$ cat src/rtl/smi_fifo_bridge.sv
// Bridge between the Raspberry Pi SMI bus (asynchronous strobes) and two fabric-side
// FIFO streams: RX carries Pi writes into the fabric, TX carries fabric words out to Pi reads.
module smi_fifo_bridge #(
    parameter int               WIDTH       = 8,
    parameter int               RX_DEPTH    = 16,
    parameter int               TX_DEPTH    = 16,
    parameter int               SYNC_STAGES = 2,
    parameter logic [WIDTH-1:0] IDLE_WORD   = '0
) (
    input  logic                        CLK,
    input  logic                        reset_n,
    input  logic                        smi_oe_n,
    input  logic                        smi_we_n,
    input  logic [WIDTH-1:0]            smi_d_in,
    output logic [WIDTH-1:0]            smi_d_out,
    output logic                        smi_d_oe,
    output logic [WIDTH-1:0]            rx_data,
    output logic                        rx_valid,
    input  logic                        rx_ready,
    input  logic [WIDTH-1:0]            tx_data,
    input  logic                        tx_valid,
    output logic                        tx_ready,
    output logic [$clog2(RX_DEPTH):0]   rx_level,
    output logic [$clog2(TX_DEPTH):0]   tx_level,
    output logic                        rx_overflow,
    output logic                        tx_underrun,
    input  logic                        flags_clr,
    output logic [2:0]                  dbg_bus_state
);

    localparam int RX_AW = $clog2(RX_DEPTH);
    localparam int TX_AW = $clog2(TX_DEPTH);
    localparam int RX_LW = RX_AW + 1;
    localparam int TX_LW = TX_AW + 1;
    localparam logic [RX_LW-1:0] RX_FULL = RX_LW'(RX_DEPTH);
    localparam logic [TX_LW-1:0] TX_FULL = TX_LW'(TX_DEPTH);

    // S_WAIT: strobes not yet seen idle-high since reset or a bus fault; no edge is honoured.
    localparam logic [2:0] S_WAIT  = 3'd0;
    localparam logic [2:0] S_IDLE  = 3'd1;
    localparam logic [2:0] S_WR    = 3'd2;
    localparam logic [2:0] S_RD    = 3'd3;
    localparam logic [2:0] S_FAULT = 3'd4;

    logic [SYNC_STAGES-1:0] oe_sync_q;
    logic [SYNC_STAGES-1:0] we_sync_q;
    logic [SYNC_STAGES-1:0] vld_sync_q;
    logic [WIDTH-1:0]       d_sync_q [SYNC_STAGES];

    logic             oe_s;
    logic             we_s;
    logic             sync_ok;
    logic [WIDTH-1:0] d_s;
    logic             bus_fault;

    logic [2:0]       state_q, state_d;
    logic [WIDTH-1:0] d_prev_q;
    logic             wr_done;
    logic             rd_start;
    logic             rd_end;

    logic [WIDTH-1:0] rx_mem [RX_DEPTH];
    logic [RX_AW-1:0] rx_wr_ptr_q, rx_wr_ptr_d;
    logic [RX_AW-1:0] rx_rd_ptr_q, rx_rd_ptr_d;
    logic [RX_LW-1:0] rx_level_q, rx_level_d;
    logic             rx_push;
    logic             rx_pop;
    logic             rx_full;
    logic             rx_ovf_set;

    logic [WIDTH-1:0] tx_mem [TX_DEPTH];
    logic [TX_AW-1:0] tx_wr_ptr_q, tx_wr_ptr_d;
    logic [TX_AW-1:0] tx_rd_ptr_q, tx_rd_ptr_d;
    logic [TX_LW-1:0] tx_level_q, tx_level_d;
    logic             tx_push;
    logic             tx_pop;
    logic             tx_full;
    logic             tx_empty;
    logic             tx_unr_set;

    logic             rd_had_data_q, rd_had_data_d;
    logic [WIDTH-1:0] smi_d_out_q, smi_d_out_d;
    logic             rx_ovf_q, rx_ovf_d;
    logic             tx_unr_q, tx_unr_d;

    // Strobes reset to idle-high; vld_sync_q marks when real pad samples reach the last stage.
    always_ff @(posedge CLK or negedge reset_n) begin
        if (!reset_n) begin
            oe_sync_q  <= '1;
            we_sync_q  <= '1;
            vld_sync_q <= '0;
            for (int i = 0; i < SYNC_STAGES; i++) d_sync_q[i] <= '0;
        end else begin
            oe_sync_q   <= {oe_sync_q[SYNC_STAGES-2:0], smi_oe_n};
            we_sync_q   <= {we_sync_q[SYNC_STAGES-2:0], smi_we_n};
            vld_sync_q  <= {vld_sync_q[SYNC_STAGES-2:0], 1'b1};
            d_sync_q[0] <= smi_d_in;
            for (int i = 1; i < SYNC_STAGES; i++) d_sync_q[i] <= d_sync_q[i-1];
        end
    end

    assign oe_s      = oe_sync_q[SYNC_STAGES-1];
    assign we_s      = we_sync_q[SYNC_STAGES-1];
    assign sync_ok   = vld_sync_q[SYNC_STAGES-1];
    assign d_s       = d_sync_q[SYNC_STAGES-1];
    assign bus_fault = sync_ok && !oe_s && !we_s;

    always_comb begin
        state_d  = state_q;
        wr_done  = 1'b0;
        rd_start = 1'b0;
        rd_end   = 1'b0;
        if (bus_fault) begin
            state_d = S_FAULT;
        end else begin
            case (state_q)
                S_WAIT:  if (sync_ok && oe_s && we_s) state_d = S_IDLE;
                S_IDLE: begin
                    if (!we_s) begin
                        state_d = S_WR;
                    end else if (!oe_s) begin
                        state_d  = S_RD;
                        rd_start = 1'b1;
                    end
                end
                S_WR: begin
                    if (we_s) begin
                        state_d = S_IDLE;
                        wr_done = 1'b1;
                    end
                end
                S_RD: begin
                    if (oe_s) begin
                        state_d = S_IDLE;
                        rd_end  = 1'b1;
                    end
                end
                S_FAULT: state_d = S_WAIT;
                default: state_d = S_WAIT;
            endcase
        end
    end

    // Stream handshakes: a word moves on a cycle where valid && ready are both high;
    // valid never waits on ready. tx_ready also rises when full if the Pi pops that
    // same cycle, so a full TX FIFO accepts a push alongside the pop.
    assign rx_full    = (rx_level_q == RX_FULL);
    assign rx_valid   = (rx_level_q != '0);
    assign rx_data    = rx_mem[rx_rd_ptr_q];
    assign rx_pop     = rx_valid && rx_ready;
    assign rx_push    = wr_done && (!rx_full || rx_pop);
    assign rx_ovf_set = wr_done && rx_full && !rx_pop;

    assign tx_full    = (tx_level_q == TX_FULL);
    assign tx_empty   = (tx_level_q == '0);
    assign tx_pop     = rd_end && rd_had_data_q;
    assign tx_ready   = !tx_full || tx_pop;
    assign tx_push    = tx_valid && tx_ready;
    assign tx_unr_set = rd_start && tx_empty;

    always_comb begin
        rx_wr_ptr_d   = rx_wr_ptr_q;
        rx_rd_ptr_d   = rx_rd_ptr_q;
        rx_level_d    = rx_level_q;
        tx_wr_ptr_d   = tx_wr_ptr_q;
        tx_rd_ptr_d   = tx_rd_ptr_q;
        tx_level_d    = tx_level_q;
        rd_had_data_d = rd_had_data_q;
        smi_d_out_d   = smi_d_out_q;

        if (rx_push) rx_wr_ptr_d = rx_wr_ptr_q + RX_AW'(1);
        if (rx_pop)  rx_rd_ptr_d = rx_rd_ptr_q + RX_AW'(1);
        case ({rx_push, rx_pop})
            2'b10:   rx_level_d = rx_level_q + RX_LW'(1);
            2'b01:   rx_level_d = rx_level_q - RX_LW'(1);
            default: rx_level_d = rx_level_q;
        endcase

        if (tx_push) tx_wr_ptr_d = tx_wr_ptr_q + TX_AW'(1);
        if (tx_pop)  tx_rd_ptr_d = tx_rd_ptr_q + TX_AW'(1);
        case ({tx_push, tx_pop})
            2'b10:   tx_level_d = tx_level_q + TX_LW'(1);
            2'b01:   tx_level_d = tx_level_q - TX_LW'(1);
            default: tx_level_d = tx_level_q;
        endcase

        // The emptiness seen at read start decides both the driven word and the later pop.
        if (rd_start) begin
            rd_had_data_d = !tx_empty;
            smi_d_out_d   = tx_empty ? IDLE_WORD : tx_mem[tx_rd_ptr_q];
        end

        rx_ovf_d = (rx_ovf_q && !flags_clr) || rx_ovf_set || bus_fault;
        tx_unr_d = (tx_unr_q && !flags_clr) || tx_unr_set || bus_fault;
    end

    always_ff @(posedge CLK or negedge reset_n) begin
        if (!reset_n) begin
            state_q       <= S_WAIT;
            d_prev_q      <= '0;
            rx_wr_ptr_q   <= '0;
            rx_rd_ptr_q   <= '0;
            rx_level_q    <= '0;
            tx_wr_ptr_q   <= '0;
            tx_rd_ptr_q   <= '0;
            tx_level_q    <= '0;
            rd_had_data_q <= 1'b0;
            smi_d_out_q   <= IDLE_WORD;
            rx_ovf_q      <= 1'b0;
            tx_unr_q      <= 1'b0;
        end else begin
            state_q       <= state_d;
            d_prev_q      <= d_s;
            rx_wr_ptr_q   <= rx_wr_ptr_d;
            rx_rd_ptr_q   <= rx_rd_ptr_d;
            rx_level_q    <= rx_level_d;
            tx_wr_ptr_q   <= tx_wr_ptr_d;
            tx_rd_ptr_q   <= tx_rd_ptr_d;
            tx_level_q    <= tx_level_d;
            rd_had_data_q <= rd_had_data_d;
            smi_d_out_q   <= smi_d_out_d;
            rx_ovf_q      <= rx_ovf_d;
            tx_unr_q      <= tx_unr_d;
        end
    end

    always_ff @(posedge CLK) begin
        if (rx_push) rx_mem[rx_wr_ptr_q] <= d_prev_q;
        if (tx_push) tx_mem[tx_wr_ptr_q] <= tx_data;
    end

    assign smi_d_oe      = (state_q == S_RD) && !oe_s && we_s;
    assign smi_d_out     = smi_d_out_q;
    assign rx_level      = rx_level_q;
    assign tx_level      = tx_level_q;
    assign rx_overflow   = rx_ovf_q;
    assign tx_underrun   = tx_unr_q;
    assign dbg_bus_state = state_q;

endmodule

$ cat config.mk
export PLATFORM = sky130hd
export DESIGN_NAME = smi_fifo_bridge
export DESIGN_NICKNAME = d
export VERILOG_FILES = /design/src/rtl/smi_fifo_bridge.sv
export SDC_FILE = /design/constraint.sdc
export NUM_CORES = 1
export LEC_CHECK = 0
export ABC_AREA = 1
export ABC_CLOCK_PERIOD_IN_PS = 2600
export CAP_MARGIN = 15
export CORE_AREA = 2 2 141 170
export CTS_CLUSTER_SIZE = 16
export DETAILED_ROUTE_END_ITERATION = 7
export DIE_AREA = 0 0 143 172
export GPL_ROUTABILITY_DRIVEN = 0
export PLACE_DENSITY = 0.75
export SLEW_MARGIN = 20
export SYNTH_ARGS = -nofsm -noshare
export SYNTH_HDL_FRONTEND = slang
export SYNTH_SLANG_ARGS = --single-unit
$ cat constraint.sdc
create_clock -name CLK -period 2.6 [get_ports CLK]
set_input_delay 0.52 -clock CLK [delete_from_list [all_inputs] [get_ports CLK]]
set_output_delay 0.52 -clock CLK [all_outputs]
set_load 0.1 [all_outputs]
==> impl_metrics.yaml, run 1 <==
placement:
  hpwl_um: 19100
  dpl-instance-area_mm2: 0.0147
  portBuffers: 56
  dpl.cell_count: 1549
  dpl_worst_slack_ps: 209
critical_path:
  arrival_ps: 2190
  cp_common_cell: "buf_12"
  path_cells: "inv_8 > buf_12 > nor2_2 > nor2_1 > o21ai_1 > o211ai_1 > nand3_1 > nand2_2 > buf_12"
  path_class: "flip-flop to primary output"
  critPathCaptureType: "primary output"
  crit_path_max_incr_delay_ps: 490
  rr_worst_depth: 13
  cpLargestDelayFamily: "flip-flops"
  worst_path_max_delay_cell: "dfrtp_2"
  rr_endpoint: "rx_level[4]"
  r2r_slack_ps: 390
  cp.required_ps: 2080
  reg2reg_from: "dbg_bus_state[2]"
  path_buf_inv: 3
  start_kind: "flip-flop"
  critPathMaxFanout: 12
timing:
  relSlewSlack: 0.407
  finClkSkew_ps: 17.4
  final.setup.tns_ps: -495
  finalMaxSlewViolations: 0
  max_slew.worst_pin.slew_ps: 890
  rsz0062_at_grt: "yes"
  setup_viol: 8
  hold_viol_final: 0
  worst_slack_ps: -111
  fin_crit_ps: 2710
  timing.fmax_mhz: 369
  finalCritPeriodShare: 1.04
global_routing:
  gr-total-overflow: 0
  antenna_found_initial: 0
  grt_pass1_wl_um: 46400
  grt_max_degree: 71
  grt_pass1_vias: 8810
  gr-usage-all-layers: 0.246
cells_and_area:
  layout-drive-gt1-share: 0.149
  final_nets: 1316
  fillers: 1585
  layout.cells.non_filler: 1614
  final_cell_area_mm2: 0.0159
  syn_to_final_growth_pct: 17.0
  diodes: 0
floorplanning:
  num_rows: 61
  dieArea_mm2: 0.0246
  core_area_mm2: 0.0230
  die-width_um: 143
  start_util: 0.590
  io_pins: 57
  die_height_um: 172
synth:
  yosys_most_used_dff: "edfxtp_1"
  synth_seq_cells: 326
  syn_area_mm2: 0.0136
  synthCells: 1189
  ys_seq_area_frac: 0.697
  yosysTopAreaCellShare: 0.567
  synth_cell_type_count: 35
  synth_area_leaders: "edfxtp_1, dfrtp_1, nand2_1"
  synth_area_per_cell_um2: 11.4
  synth.largest_area_cell: "edfxtp_1"
  yosysWarnings: 0
  async_flop_share: 0.215
  synth_fp_nets: 1230
  synth_edf_count: 256
route:
  drtIter0Drc: 572
  drt.antenna.violating_nets: 0
  drtPass1Iterations: 5
  drc: 0
  wl_per_cell_um: 18.6
  vias_per_cell: 5.50
  drt-total-wl_um: 30100
  vias: 8869
pwr:
  finalPower_mw: 19.2
  power_density_mw_per_mm2: 1210
  peakVddDrop_mv: 1.10
  p_leak_nw: 6.28
clock_network:
  cts_buffer_depth: 3
  cts_tree: "built"
  numCtsBuffers: 30
  worstSkewPairLatency_ps: 560
  htree_levels: 1
  clk_pin_slew_worst_paths_ps: 60
  root_buffer: "clkbuf_16"
  cts_sinks: 326
  ctsHoldBuffers: 0
status:
  status: "finished with violations"
  failed_checks: "negative setup slack"
hold_path:
  hp-class: "input pin to async pin"
flow_run:
  drv_cap: 0
-- through the flow --
stage | hold WS [ps] | util
finish | 70.2 | 0.690
global route | 162 | 0.690
CTS | 113 | 0.689
detailed placement | 335 | 0.639
global placement | 332 | 0.639
floorplan | 224 | -
-- sequential cells by signal (all words and copies together), names as in the netlist --
signal and cells:
rx_mem 128, tx_wr_ptr_q 4, rx_level 5, oe_sync_q 2, rx_wr_ptr_q 4, tx_underrun 1
smi_d_out 8, tx_mem 128, we_sync_q 2, tx_rd_ptr_q 4, vld_sync_q 2, d_sync_q 8
rx_overflow 1, rx_rd_ptr_q 4, dbg_bus_state 3, d_s 8, tx_level 5, d_prev_q 8
rd_had_data_q 1
-- area by class of cell --
type	count	area [um^2]	share of cell area
clock inverter	11	78.8	0.00497
clock buffer	45	880	0.0555
inverter	115	444	0.0280
sequential	326	9460	0.597
timing repair inverter	2	10.0	0.000631
timing repair buffer	102	1080	0.0681
multi-input combinational	698	3510	0.221
tap	315	394	0.0249
-- report_power, final --
part	internal (mW)	switching (mW)	total [mW]	leakage, nW
clock	2.43	1.81	4.23	0.479
sequential	6.19	0.524	6.71	3.12
combinational	2.52	5.72	8.24	2.69
total	11.1	8.05	19.2	6.28
-- layout by cell type (no fill, tap or decap), types with 17 or more instances in the layout --
master	count
clkbuf_16	33
dfrtp_1	51
clkdlybuf4s50_1	21
buf_4	59
edfxtp_1	256
nor2_1	111
nand2_1	252
buf_12	17
o21ai_0	53
o21ai_1	18
nor2_2	18
inv_1	107
o211ai_1	42
a21oi_1	17
nand3_1	113
-- cell families (layout without fill, tap and decap cells) --
| group | after synthesis | after routing | share of synthesized area |
|---|---|---|---|
| xor gates and xnor gates | 18 | 18 | 0.0116 |
| AOI/OAI and AO/OA | 132 | 132 | 0.0567 |
| adders and majority gates | 18 | 18 | 0.0177 |
| and+or+nand+nor | 529 | 529 | 0.167 |
| buffers and inverters | 165 | 275 | 0.0498 |
| other | 1 | 1 | 0.000277 |
| DFF | 326 | 326 | 0.697 |
-- metal layers --
metal	routed length, um	share of wire	track usage	vias up
met4	1370	0.045	0.113	0
met5	0	0	0	-
li1	-	-	-	4210
met3	1300	0.043	0.0269	85
met1	11200	0.37	0.282	4286
met2	16200	0.54	0.462	288
-- how the worst max path moves through the flow --
| stage | cells after the start | end | startpoint |
|---|---|---|---|
| 4_1_cts | 8 | rx_data[4] | rx_rd_ptr_q[0] |
| 2_1_floorplan | 6 | tx_mem[3][0] | dbg_bus_state[0] |
| 5_1_grt | 9 | rx_data[5] | rx_rd_ptr_q[0] |
| 3_5_place_dp | 12 | rx_level[4] | rx_ready |
| 6_report | 9 | rx_data[4] | rx_rd_ptr_q[0] |
| 3_3_place_gp | 12 | rx_level[4] | rx_ready |
-- synthesized netlist by cell type, types with 2 or more instances --
cell / instances
clkinv_1: 3
dfstp_2: 4
nand3_1: 115
o21ai_0: 63
dfrtp_1: 66
nand4_1: 7
inv_1: 108
nand3b_1: 2
nand3_4: 2
buf_4: 3
fa_1: 2
buf_2: 24
buf_6: 2
nor2_1: 117
buf_1: 2
a21oi_1: 18
xnor2_1: 2
nand2_2: 3
xor2_1: 16
clkbuf_1: 19
inv_2: 4
nor2_2: 12
nand2_1: 260
nand3_2: 2
o21ai_1: 8
o211ai_1: 42
ha_1: 16
nor2_4: 2
edfxtp_1: 256
nor3_1: 4
-- timing repair --
item,CTS,global route
setup endpoints to repair,8,8
gates cloned,4,1
resized for setup,33,11
setup buffers,4,1
pin swaps,8,11
No activity file was read; power rests on OpenSTA's default activity.
==> inputs of run 2 (changes only) <==
--- a/config.mk
+++ b/config.mk
@@ -7,7 +7,7 @@
 export LEC_CHECK = 0
 export ABC_AREA = 1
 export ABC_CLOCK_PERIOD_IN_PS = 2600
-export CAP_MARGIN = 15
+export CAP_MARGIN = 20
 export CORE_AREA = 2 2 141 170
 export CTS_CLUSTER_SIZE = 16
 export DETAILED_ROUTE_END_ITERATION = 7
==> results of run 2 <==
No change in the layout: final DEF, timing and power equal those of run 1.
==> inputs of run 3 (changes only) <==
==> constraint.sdc (replaced) <==
create_clock -name CLK -period 2.6 [get_ports CLK]
set_input_delay 0.39 -clock CLK [delete_from_list [all_inputs] [get_ports CLK]]
set_output_delay 0.39 -clock CLK [all_outputs]
set_load 0.1 [all_outputs]
==> impl_metrics.yaml, run 3 (synthesis results as in run 1) <==
clock_network:
  numCtsBuffers: 30
  clk_pin_slew_worst_paths_ps: 70
  root_buffer: "clkbuf_16"
  cts_sinks: 326
  worstSkewPairLatency_ps: 560
  cts_tree: "built"
  htree_levels: 1
  cts_buffer_depth: 3
pwr:
  finalPower_mw: 19.3
  p_leak_nw: 6.31
  peakVddDrop_mv: 0.779
  power_density_mw_per_mm2: 1220
floorplanning:
  die-width_um: 143
  io_pins: 57
  dieArea_mm2: 0.0246
  num_rows: 61
  start_util: 0.590
  die_height_um: 172
  core_area_mm2: 0.0230
route:
  vias_per_cell: 5.50
  drc: 0
  drtPass1Iterations: 4
  drtIter0Drc: 642
  vias: 8881
  wl_per_cell_um: 18.6
  drt-total-wl_um: 30100
  drt.antenna.violating_nets: 0
global_routing:
  gr-total-overflow: 0
  grt_max_degree: 46
  grt_pass1_vias: 8775
  antenna_found_initial: 0
  grt_pass1_wl_um: 46600
  gr-usage-all-layers: 0.250
timing:
  timing.fmax_mhz: 394
  relSlewSlack: 0.495
  hold_viol_final: 0
  finalCritPeriodShare: 0.976
  finalMaxSlewViolations: 0
  whs_ps: 265
  rsz0062_at_grt: "yes"
  setup_viol: 0
  finClkSkew_ps: 20.7
  fin_crit_ps: 2540
  max_slew.worst_pin.slew_ps: 756
critical_path:
  path_class: "flip-flop to primary output"
  critPathCaptureType: "primary output"
  critPathMaxFanout: 30
  arrival_ps: 2150
  r2r_slack_ps: 350
  cp.required_ps: 2210
  start_kind: "flip-flop"
cells_and_area:
  diodes: 0
  final_nets: 1318
  syn_to_final_growth_pct: 17.1
  layout-drive-gt1-share: 0.148
  top_regs: "rx_mem: 128 flops, tx_mem: 128 flops"
  layout_common_cells: "edfxtp_1, nand2_1, nor2_1, nand3_1, inv_1"
  final_cell_area_mm2: 0.0159
  fillers: 1610
  final_common_cell: "edfxtp_1"
hold_path:
  hp-class: "input pin to flip-flop"
flow_run:
  drv_cap: 0
status:
  status: "finished clean"
placement:
  hpwl_um: 19400
  dpl-instance-area_mm2: 0.0147
  portBuffers: 56
run 3: path summary, 6_finish.rpt:
| check | depth (start not counted) | to | start |
|---|---|---|---|
| max | 6 | rx_data[5] | rx_rd_ptr_q[0] |
| min | 1 | oe_sync_q[0] | smi_oe_n |
| max reg2reg | 13 | rx_level[4] | dbg_bus_state[2] |
| min reg2reg | 0 | d_prev_q[2] | d_s[2] |
| max in group asynchronous | 3 | oe_sync_q[1] | reset_n |
| min in group asynchronous | 2 | tx_level[0] | reset_n |
run 3: through the flow:
stage | cells | utilization | setup TNS, ps | setup WS [ps]
floorplan | 1189 | - | -2720 | -113
detailed placement | 1552 | 0.639 | 0 | 273
global route | 1616 | 0.691 | -80.2 | -20.5
finish | 1616 | 0.691 | 0 | 61.2
global placement | 1552 | 0.639 | 0 | 292
CTS | 1613 | 0.688 | 0 | 2.35
run 3: critical path: stages (launching register included):
cell	delay, ps
dfrtp_2	450
buf_8	210
o21ai_0	120
o211ai_1	340
nand3_1	140
nand2_1	140
buf_12	180
run 3: where the power goes:
group	internal [mW]	total, mW	switching [mW]
registers	6.19	6.64	0.448
clock network	2.77	4.63	1.86
logic	2.39	8.08	5.69
total	11.3	19.3	8.00
run 3: cell type report:
cell class | count | area, um^2 | share of cell area
Tap cell | 315 | 394 | 0.0248
Sequential cell | 326 | 9460 | 0.596
Inverter | 115 | 442 | 0.0278
Timing Repair Buffer | 106 | 1020 | 0.0642
Clock buffer | 47 | 935 | 0.0589
Multi-Input combinational cell | 698 | 3490 | 0.220
Clock inverter | 9 | 131 | 0.00828
run 3: timing repair:
item | CTS | global route
resized for setup | 7 | 19
setup buffers | 4 | 2
endpoints found under the hold margin | 40 | 0
hold buffers | 1 | 0
cloned | 0 | 1
pin swaps | 1 | 9
setup endpoints to repair | 8 | 8
run 3: metal layers:
layer  track usage  wire, um  vias to the layer above
li1              -         -                     4210
met1         0.298     11300                     4337
met2         0.458     16300                      259
met3        0.0277      1310                       75
met4         0.109      1230                        0
met5             0         0                        -
